**config.mk**
```make
export PLATFORM = sky130hd
export DESIGN_NAME = dds_freq_est
export DESIGN_NICKNAME = d
export VERILOG_FILES = /design/src/rtl/dds_freq_est.sv
export SDC_FILE = /design/constraint.sdc
export NUM_CORES = 1
export LEC_CHECK = 0
export ABC_AREA = 1
export ABC_CLOCK_PERIOD_IN_PS = 4100
export CORE_ASPECT_RATIO = 0.6
export CORE_MARGIN = 2
export CORE_UTILIZATION = 30
export CTS_CLUSTER_DIAMETER = 200
export CTS_CLUSTER_SIZE = 28
export DETAILED_ROUTE_END_ITERATION = 6
export PLACE_DENSITY = 0.5
export SETUP_SLACK_MARGIN = 0.3
export SLEW_MARGIN = 20
export SYNTH_ARGS = -nofsm -noshare
export SYNTH_HDL_FRONTEND = slang
export SYNTH_SLANG_ARGS = --single-unit
export TNS_END_PERCENT = 10
```
**constraint.sdc**
```tcl
create_clock -name clk -period 4.1 [get_ports clk]
set_input_delay 0.82 -clock clk [delete_from_list [all_inputs] [get_ports clk]]
set_output_delay 0.82 -clock clk [all_outputs]
set_load 0.005 [all_outputs]
```
**src/rtl/dds_freq_est.sv**
```systemverilog
// Zero-crossing frequency estimator: averages 2**NCYC_LOG2 signal periods and
// converts the sample count into the DDS tuning word that reproduces the tone.
module dds_freq_est #(
  parameter int unsigned IW        = 24,
  parameter int unsigned PW        = 15,
  parameter int unsigned TW        = 10,
  parameter int unsigned CW        = 16,
  parameter int unsigned NCYC_LOG2 = 2,
  parameter int          HYST      = 256
) (
  input  logic          clk,
  input  logic          rst,
  input  logic          ce,
  input  logic [IW-1:0] sample,
  output logic [TW-1:0] tuning_word,
  output logic          tw_valid,
  output logic          locked,
  output logic          timeout,
  output logic          overrun
);
  localparam int unsigned          QW       = PW + NCYC_LOG2 + 1;
  localparam int unsigned          SW       = $clog2(QW);
  localparam logic [SW-1:0]        STEP_MSB = SW'(QW - 1);
  localparam logic [NCYC_LOG2:0]   PER_LAST = (NCYC_LOG2 + 1)'(2 ** NCYC_LOG2 - 1);
  localparam logic signed [IW-1:0] NEG_HYST = IW'(-HYST);

  typedef enum logic {IDLE, MEASURE} state_t;

  state_t             state_q, state_d;
  logic               armed_q, cross_q, ce_q;
  logic [CW-1:0]      cnt_q, cnt_d;
  logic [NCYC_LOG2:0] per_q, per_d;
  logic               snap, timeout_d;

  logic               busy_q, busy_d;
  logic [SW-1:0]      step_q, step_d;
  logic [CW-1:0]      rem_q, rem_d, den_q, den_d, rem_sub;
  logic [CW:0]        rem_sh;
  logic [QW-2:0]      quo_q, quo_d;
  logic [QW-1:0]      quo_nx;
  logic               fits, last;

  logic [TW-1:0]      tw_q, tw_d;
  logic               tw_valid_q, locked_q, locked_d, timeout_q, overrun_q, overrun_d;

  logic               pos, neg;

  assign pos = ~sample[IW-1];
  assign neg = $signed(sample) <= NEG_HYST;

  // Detector output is registered together with the qualifier so the FSM sees
  // each crossing alongside the ce that carried it, one clock later.
  always_ff @(posedge clk or posedge rst) begin
    if (rst) begin
      armed_q <= 1'b0;
      cross_q <= 1'b0;
      ce_q    <= 1'b0;
    end else begin
      ce_q    <= ce;
      cross_q <= ce && armed_q && pos;
      if (ce) begin
        if (armed_q && pos) armed_q <= 1'b0;
        else if (neg)       armed_q <= 1'b1;
      end
    end
  end

  always_comb begin
    state_d   = state_q;
    cnt_d     = cnt_q;
    per_d     = per_q;
    snap      = 1'b0;
    timeout_d = 1'b0;
    if (ce_q) begin
      case (state_q)
        IDLE: begin
          if (cross_q) begin
            cnt_d   = CW'(1);
            per_d   = '0;
            state_d = MEASURE;
          end
        end
        MEASURE: begin
          if (cnt_q == '1) begin
            timeout_d = 1'b1;
            cnt_d     = '0;
            per_d     = '0;
            state_d   = IDLE;
          end else if (cross_q && per_q == PER_LAST) begin
            snap  = 1'b1;
            cnt_d = CW'(1);
            per_d = '0;
          end else begin
            cnt_d = cnt_q + CW'(1);
            if (cross_q) per_d = per_q + 1'b1;
          end
        end
        default: state_d = IDLE;
      endcase
    end
  end

  // Restoring division of the single-bit dividend 2**(QW-1), MSB first.
  always_comb begin
    rem_sh  = {rem_q, busy_q && (step_q == STEP_MSB)};
    fits    = rem_sh >= {1'b0, den_q};
    rem_sub = rem_sh[CW-1:0] - den_q;
    quo_nx  = {quo_q, fits};
    last    = busy_q && (step_q == '0);

    busy_d    = busy_q;
    step_d    = step_q;
    rem_d     = rem_q;
    quo_d     = quo_q;
    den_d     = den_q;
    overrun_d = overrun_q;
    tw_d      = tw_q;
    locked_d  = locked_q;

    if (busy_q) begin
      rem_d  = fits ? rem_sub : rem_sh[CW-1:0];
      quo_d  = quo_nx[QW-2:0];
      step_d = step_q - SW'(1);
      busy_d = !last;
    end
    // A divider finishing this cycle counts as free, so back-to-back windows chain.
    if (snap) begin
      if (!busy_q || last) begin
        den_d  = cnt_q;
        busy_d = 1'b1;
        step_d = STEP_MSB;
        rem_d  = '0;
        quo_d  = '0;
      end else begin
        overrun_d = 1'b1;
      end
    end
    if (last) begin
      tw_d     = (|quo_nx[QW-1:TW]) ? '1 : quo_nx[TW-1:0];
      locked_d = 1'b1;
    end
    if (timeout_d) locked_d = 1'b0;
  end

  always_ff @(posedge clk or posedge rst) begin
    if (rst) begin
      state_q    <= IDLE;
      cnt_q      <= '0;
      per_q      <= '0;
      busy_q     <= 1'b0;
      step_q     <= '0;
      rem_q      <= '0;
      quo_q      <= '0;
      den_q      <= '0;
      tw_q       <= '0;
      tw_valid_q <= 1'b0;
      locked_q   <= 1'b0;
      timeout_q  <= 1'b0;
      overrun_q  <= 1'b0;
    end else begin
      state_q    <= state_d;
      cnt_q      <= cnt_d;
      per_q      <= per_d;
      busy_q     <= busy_d;
      step_q     <= step_d;
      rem_q      <= rem_d;
      quo_q      <= quo_d;
      den_q      <= den_d;
      tw_q       <= tw_d;
      tw_valid_q <= last;
      locked_q   <= locked_d;
      timeout_q  <= timeout_d;
      overrun_q  <= overrun_d;
    end
  end

  assign tuning_word = tw_q;
  assign tw_valid    = tw_valid_q;
  assign locked      = locked_q;
  assign timeout     = timeout_q;
  assign overrun     = overrun_q;
endmodule

```
Yosys cells after proc, flatten, opt, wreduce, memory -nomap -nowiden
Index checks and enable logic that the tools add are counted.

Bits in registers: 92. Input port bits: 27. Output and inout port bits: 14. Logic and storage cells: 85.

Add/subtract/negate cells: 4. Magnitude comparators: 2. Eq/ne operators: 5. Mux-type cells: 37. Bitwise gates (word level): 3. Reductions and logical operators: 18.

Operators by type and width (count): 16-bit two-way mux (7); 17-bit two-way mux (3); 16-bit one-hot mux with 2 select lines (1); 24-bit by 9-bit <= comparator with 1-bit output (second input constant) (1); 17-bit by 16-bit greater-or-equal comparator with 1-bit output (1); 16-bit by 1-bit adder with 16-bit output (second input constant) (1); 16-bit == test (second input constant) (1); 1-bit two-way mux (16); 16-bit subtractor (1); 5-bit two-way mux (3); 3-bit two-way mux (4); 10-bit two-way mux (1); 2-bit AND reduction (4); 8-bit OR reduction (1); 1-bit logical AND (6); 3-bit one-hot mux with 2 select lines (1); 5-bit == test (second input constant) (1); 5-bit logical NOT (1); 5-bit by 1-bit subtractor with 5-bit output (second input constant) (1); 4-bit by 1-bit != test with 1-bit output (second input constant) (1); 2-bit nonzero test (2); 3-bit by 1-bit adder with 3-bit output (second input constant) (1); 3-bit by 2-bit == test with 1-bit output (second input constant) (1); 1-bit NOT (3); other kinds (5) (6).

Depth between registers and ports, before layout
Gate-level depths: netlist (run 1).

Depth in word-level cells: 7. Mapped depth: 16. Mapped depth without buffers: 16.

Least setup slack after synthesis (run 1)
OpenSTA, ideal clock, no wires.

Kind: register to register. From: reg busy_q. To: reg rem_q[8]. Setup time: 113 ps. Arrival: 2233 ps. Slack: 1754 ps. Cell stages (with the launch flop): 16. Path buffers: 2. Period minus slack after synthesis: 2346 ps. Path through: dfrtp_1 -> buf_2 -> clkbuf_1 -> nand4_1 -> ha_1 -> inv_1 -> fa_1 -> nand3_1 -> nand3_1 -> nand2_1 -> nand2_1 -> or2_2 -> nand3_1 -> nand3_1 -> nand2_1 -> inv_1.

Cells in the longest elaborated chain, start to end: 6. Elaborated cells on any way between the ends: 10. Classes of those cells: 1 x add/sub; 1 x order compare; 4 x mux; 4 x reduce/logical.

RTL lines: start: declaration (RTL line 35) `logic busy_q, busy_d;`; start signal: assignment (RTL line 164) `busy_q <= busy_d;`; 1-bit logical AND (RTL line 105) `rem_sh = {rem_q, busy_q && (step_q == STEP_MSB)};`; 16-bit subtractor or 17-bit by 16-bit greater-or-equal comparator with 1-bit output (tied branches) (RTL line 107, 106); 16-bit two-way mux (RTL line 121) `rem_d = fits ? rem_sub : rem_sh[CW-1:0];`; 16-bit two-way mux (RTL line 120) `if (busy_q) begin`; 16-bit two-way mux (RTL line 128) `if (!busy_q || last) begin`; 16-bit two-way mux (*) (RTL line 127) `if (snap) begin`; net rem_d[8] (RTL line 37) `logic [CW-1:0] rem_q, rem_d, den_q, den_d, rem_sub;`; end signal: assignment (RTL line 166) `rem_q <= rem_d;`; end: declaration (RTL line 37).

The timed path passes the listed nets; every way through them passes the cells marked *. A chain may end at the register's enable or synchronous reset.

Worst setup path in the final report (run 1)
From: reg den_q[2]. To: reg rem_q[2].

Cells in the longest elaborated chain, start to end: 5. Elaborated cells on any way between the ends: 6. Classes of those cells: 1 x add/sub; 1 x order compare; 4 x mux.

RTL lines: start: declaration (RTL line 37); start signal: assignment (RTL line 168) `den_q <= den_d;`; 16-bit subtractor or 17-bit by 16-bit greater-or-equal comparator with 1-bit output (tied branches) (RTL line 107, 106); 16-bit two-way mux (*) (RTL line 121); 16-bit two-way mux (*) (RTL line 120); 16-bit two-way mux (RTL line 128); 16-bit two-way mux (*) (RTL line 127); net rem_d[2] (RTL line 37).

Marked as above.

==> results.sh, run 1 <==
export IMPL_hold_path_class="reg2reg"
export IMPL_synth_warnings=0
export IMPL_gp_congestion=0.9234
export IMPL_power_density_nw_per_um2=681.9
export IMPL_relSlewSlack=0.4500
export IMPL_ys_seq_area_frac=0.4281
export IMPL_crit_start="den_q[2]"
export IMPL_cpMostUsedCell="nand2_1"
export IMPL_cp_top_family="simple AND/OR/NAND/NOR gates"
export IMPL_drtIter0Drc=393
export IMPL_cts_tree="yes"
export IMPL_die_h_um=107.7
export IMPL_critPathMaxFanout=20
export IMPL_grt_setup_unrepaired="no"
export IMPL_antenna_found_initial=0
export IMPL_peakVddDrop_v=0.0002392
export IMPL_vias=4660
export IMPL_cts_clk_slew_worst_paths_ns=0.08
export IMPL_die_area_um2=19050
export IMPL_grt_use_total=0.1541
export IMPL_die_width_um=176.8
export IMPL_grt_pass1_wl_mm=23.19
export IMPL_core_area_um2=17360
export IMPL_diodes=0
export IMPL_slew_viol_final=0
export IMPL_synthDistinctLibCells=43
export IMPL_gr_total_overflow=0
export IMPL_start_kind="register"
export IMPL_crit_cells=14
export IMPL_ys_ff_latch=92
export IMPL_port_buffers=40
export IMPL_cts_sinks=92
export IMPL_fin_nets=785
export IMPL_status="completed"
export IMPL_path_cells="inv_1 > ha_1 > nand2_1 > nand2_1 > nand2_1 > nand2_1 > nand2_1 > nand3_1 > nand2_1 > nand2_1 > nand2_1 > nand3_1 > nand2_1 > inv_1"
export IMPL_final_hold_viol_count=0
export IMPL_power_mw=4.307
export IMPL_crit_type="reg2reg"
export IMPL_finalSetupTns_ns=0
export IMPL_row_count=37
export IMPL_synthCells=700
export IMPL_cts_made_buffers=9
export IMPL_fmax_mhz=328.4
export IMPL_cts_resized=0
export IMPL_drive_above_1_share=0.07307
export IMPL_critPathCaptureType="register"
export IMPL_skew_ns=0.01098
export IMPL_timing_rr_end="rem_q[2]"
export IMPL_route_detailed_drc=0
export IMPL_pin_count=41
export IMPL_r2r_start="den_q[2]"
export IMPL_wl_mm=13.71
export IMPL_cts_htree_levels=3
export IMPL_synthFlopType="dfrtp_1"
export IMPL_ys_async_sr_fraction=1.000
export IMPL_cp_slowest_cell="nand2_1"
export IMPL_syn_area_um2=5378
export IMPL_grt_max_degree=63
export IMPL_min_period_ns=3.045
export IMPL_synthesis_nets=750
export IMPL_cts_setup_buffers=0
export IMPL_rrSetupSlack_ns=1.05
export IMPL_cpPeakStageDelay_ns=0.68
export IMPL_clk_latency_ns=0.35
export IMPL_worstPathArrival_ns=3.28
export IMPL_crit_path_end="rem_q[2]"
export IMPL_fin_cells=973
export IMPL_grt_pass1_vias=4490
export IMPL_drv_cap=0
export IMPL_critPathBufInv=2
export IMPL_crit_required_ns=4.34
export IMPL_worst_pin_slew_ns=0.8249
export IMPL_syn_to_final_growth_pct=17.45
export IMPL_fin_crit_sh=0.7428
export IMPL_p_leak_nw=3.045
export IMPL_finalSetupViolations=0
export IMPL_drtPass1Iterations=5
export IMPL_dp_hpwl_mm=10.11
export IMPL_hold_buffers=0
export IMPL_initial_core_util=0.3098
export IMPL_synth_edf_count=0
export IMPL_fillerInstances=1827
export IMPL_ant_nets=0
export IMPL_cts_root_to_sink_buffers=2
export IMPL_cts_root_buf="clkbuf_16"
export IMPL_syn_area_per_cell_um2=7.682
export IMPL_r2r_cells=14
export IMPL_dp_cells=958
export IMPL_via_per_inst=4.789
export IMPL_wire_per_inst_um=14.09
==> synthesized netlist by cell type (3+ instances only) <==
cell type  instances  area (µm²)
o21ai_0           19       95.09
xnor2_1            5       43.79
nand2_1          153       574.3
nand3_1           53       265.3
a211oi_2          12       150.1
inv_2              3       11.26
a21boi_0           3       22.52
nor2_1            91       341.6
ha_1              22       275.3
dfrtp_1           92        2302
and3_1             3       18.77
a211oi_1           5       37.54
clkbuf_1           8       30.03
buf_2              7       35.03
buf_6              4       45.04
nand2_2            3       18.77
nand4_1           12       75.07
inv_1            100       375.4
a21oi_1           40       200.2
o21ai_1           15       75.07
nor3_1            11       55.05
nor2_2             4       25.02
nor4_1             3       18.77
xor2_1             7       61.31
==> state kept, by name (all words and copies together), names as in the netlist, 3 cells and up <==
name and cells:
den_q 16, cnt_q 16, tuning_word 10, quo_q 17, rem_q 16, per_q 3, step_q 5
==> where the power goes <==
| group | switching (mW) | internal [mW] |
|---|---|---|
| clock | 0.384 | 0.478 |
| sequential | 0.194 | 1.18 |
| combinational | 1.28 | 0.793 |
| total | 1.86 | 2.45 |
==> logic make-up after synthesis <==
group	count (synthesis)	share of synthesized area
adder cells (fa/ha/maj)	23	0.05491
flip-flops	92	0.4281
buffers and inverters	127	0.09772
XOR/XNOR	12	0.01954
AO/OA/AOI/OAI	101	0.1175
AND/OR/NAND/NOR	345	0.2822
==> layout by cell type (no fill, tap or decap), types with 2 or more instances in the layout <==
cell             count
nand2_1            153
inv_1               99
dfrtp_1             91
nor2_1              90
nand3_1             53
a21oi_1             40
clkdlybuf4s50_1     40
ha_1                22
o21ai_0             19
o21ai_1             15
nand4_1             12
a211oi_2            12
nor3_1              11
clkbuf_16            9
xor2_1               7
xnor2_1              5
a211oi_1             5
nor2_2               4
nand2_2              3
nor2_4               3
inv_2                3
and3_1               3
a21boi_0             3
nor4_1               3
buf_4                3
clkinv_1             2
nor3_2               2
o21bai_1             2
inv_4                2
o211ai_1             2
inv_6                2
buf_12               2
==> per-layer routing <==
metal / wire, µm / vias to the layer above / track usage
met3: 684 / 6 / 0.03672
met1: 7727 / 2212 / 0.2460
met5: 0 / - / 0
met4: 34 / 0 / 0.02243
li1: - / 2326 / -
met2: 5261 / 116 / 0.2079
==> cell type report <==
class / instances / area [µm²] / share of cell area
clock buffer: 9 / 225.2 / 0.03566
timing repair buffer: 45 / 462.9 / 0.07330
multi-input combinational: 481 / 2557 / 0.4049
clock inverter: 6 / 71.32 / 0.01129
inverter: 106 / 402.9 / 0.06379
sequential: 92 / 2303 / 0.3647
tap: 234 / 292.8 / 0.04636
==> worst min-delay path by stage <==
stage,start,to,slack (ns),cells after the start
3_5_place_dp,per_q[0],per_q[0],0.48,1
5_1_grt,per_q[0],per_q[0],0.51,1
6_report,per_q[0],per_q[0],0.48,1
2_1_floorplan,per_q[0],per_q[0],0.45,1
4_1_cts,per_q[0],per_q[0],0.49,1
3_3_place_gp,per_q[0],per_q[0],0.47,1
==> per-stage QoR <==
stage / setup WS, ns / cell area, µm² / hold slack [ns] / util
after floorplan: 0.8880 / 5378 / 0.4472 / -
after global placement: 1.195 / 6020 / 0.4678 / 0.3467
after global routing: 0.7516 / 6316 / 0.5080 / 0.3638
after CTS: 1.068 / 6316 / 0.4906 / 0.3638
after detailed placement: 1.089 / 6020 / 0.4818 / 0.3467
final: 1.055 / 6316 / 0.4828 / 0.3638
Note: power is estimated with default switching activity, not from simulation.
==> run 2, diff against run 1 <==
- ABC_CLOCK_PERIOD_IN_PS: 4100 -> 3100
- clock period: 4.1 -> 3.1 ns (I/O delays scaled with it)
==> results.sh, run 2 (synthesis gave the netlist of run 1 again) <==
export IMPL_status="completed"
export IMPL_fin_crit_sh=0.8096
export IMPL_critPathMaxFanout=4
export IMPL_syn_to_final_growth_pct=18.12
export IMPL_die_area_um2=19050
export IMPL_via_per_inst=4.719
export IMPL_power_density_nw_per_um2=893.1
export IMPL_grt_max_degree=61
export IMPL_clk_latency_ns=0.35
export IMPL_final_common_cell="nand2_1"
export IMPL_slew_viol_final=0
export IMPL_cts_resized=0
export IMPL_grt_pass1_vias=4320
export IMPL_cts_clk_slew_worst_paths_ns=0.07
export IMPL_gr_total_overflow=0
export IMPL_wl_mm=13.58
export IMPL_rrSetupSlack_ns=0.59
export IMPL_drtIter0Drc=358
export IMPL_dp_hpwl_mm=10.16
export IMPL_crit_required_ns=3.34
export IMPL_finalSetupViolations=0
export IMPL_initial_core_util=0.3098
export IMPL_peakVddDrop_v=0.0003567
export IMPL_drv_cap=0
export IMPL_grt_setup_unrepaired="no"
export IMPL_cts_root_to_sink_buffers=2
export IMPL_drive_above_1_share=0.08054
export IMPL_port_buffers=40
export IMPL_cts_root_buf="clkbuf_16"
export IMPL_finalSetupTns_ns=0
export IMPL_fmax_mhz=398.4
export IMPL_layout_common_cells="nand2_1 (153), inv_1 (99), dfrtp_1 (91), nor2_1 (90), nand3_1 (53)"
export IMPL_row_count=37
export IMPL_die_h_um=107.7
export IMPL_vias=4620
export IMPL_relSlewSlack=0.5553
export IMPL_largest_register="quo_q"
export IMPL_core_area_um2=17360
export IMPL_diodes=0
export IMPL_min_period_ns=2.510
export IMPL_pin_count=41
export IMPL_crit_type="reg2reg"
export IMPL_gp_congestion=0.8980
export IMPL_antenna_found_initial=0
export IMPL_route_detailed_drc=0
export IMPL_cts_setup_buffers=0
export IMPL_final_hold_viol_count=0
export IMPL_post_place_ws_ns=0.5933
export IMPL_drtPass1Iterations=5
export IMPL_fin_ws_ns=0.5902
export IMPL_worst_pin_slew_ns=0.6656
export IMPL_ant_nets=0
export IMPL_skew_ns=0.009859
export IMPL_hold_path_class="reg2reg"
export IMPL_grt_pass1_wl_mm=22.56
export IMPL_grt_use_total=0.1510
export IMPL_fin_nets=791
export IMPL_start_kind="register"
export IMPL_critPathCaptureType="register"
export IMPL_cts_htree_levels=3
export IMPL_worstPathArrival_ns=2.75
export IMPL_wire_per_inst_um=13.87
export IMPL_die_width_um=176.8
export IMPL_largest_register_ffs=17
export IMPL_cts_tree="yes"
export IMPL_cts_sinks=92
export IMPL_p_leak_nw=3.070
export IMPL_cts_made_buffers=9
export IMPL_hold_buffers=0
run 2: cell types whose count changed in the layout (fill, tap and decap cells not counted):
cell       change
buf_4          +6
bufinv_16      -1
clkbuf_8       +2
clkinv_4       +2
inv_4          -1
inv_6          -2
run 2: cell type report:
cell class	count	area [µm²]
sequential	92	2303
timing repair buffer	51	508.0
tap	234	292.8
inverter	106	404.1
clock inverter	4	33.78
clock buffer	11	252.7
fill	1790	11010
multi-input combinational	481	2557
run 2: worst max-delay path, stage by stage (launching register included):
cell and delay (ns):
dfrtp_1 0.37, inv_1 0.08, ha_1 0.18, nand4_1 0.15
ha_1 0.17, inv_1 0.05, fa_1 0.44, nand3_1 0.12
nand3_1 0.14, nand2_1 0.09, nand2_1 0.07, or2_2 0.27
nand3_1 0.08, nand3_1 0.07, nand2_1 0.10, inv_1 0.04
run 2: final timing paths:
path | startpoint | to | depth (start not counted)
min in group asynchronous | rst | quo_q[2] | 2
worst max register to register | step_q[1] | rem_q[8] | 15
worst max-delay path | step_q[1] | rem_q[8] | 15
max in group asynchronous | rst | cnt_q[15] | 3
worst min register to register | overrun | overrun | 1
worst min-delay path | overrun | overrun | 1
run 2: through the flow:
step | util | instance area (µm²) | hold slack, ns | power [mW] | cells
floorplan | - | 5381 | 0.4472 | 3.842 | 700
global placement | 0.3494 | 6066 | 0.4616 | 4.567 | 964
detailed placement | 0.3494 | 6066 | 0.4676 | 4.589 | 964
CTS | 0.3659 | 6352 | 0.4860 | 5.705 | 979
global route | 0.3659 | 6352 | 0.4982 | 6.205 | 979
finish | 0.3659 | 6352 | 0.4792 | 5.674 | 979
run 2: power breakdown:
group          internal (mW)  switching (mW)  total [mW]
logic                   1.07            1.71        2.78
clock network          0.591           0.486        1.08
registers               1.56           0.257        1.82
run 2: routing by layer:
metal / share of wire / GRT usage / vias up
met5: 0 / 0 / -
met4: 0.0055 / 0.02420 / 0
met3: 0.050 / 0.03390 / 7
met2: 0.39 / 0.2031 / 103
met1: 0.56 / 0.2423 / 2175
li1: - / - / 2335
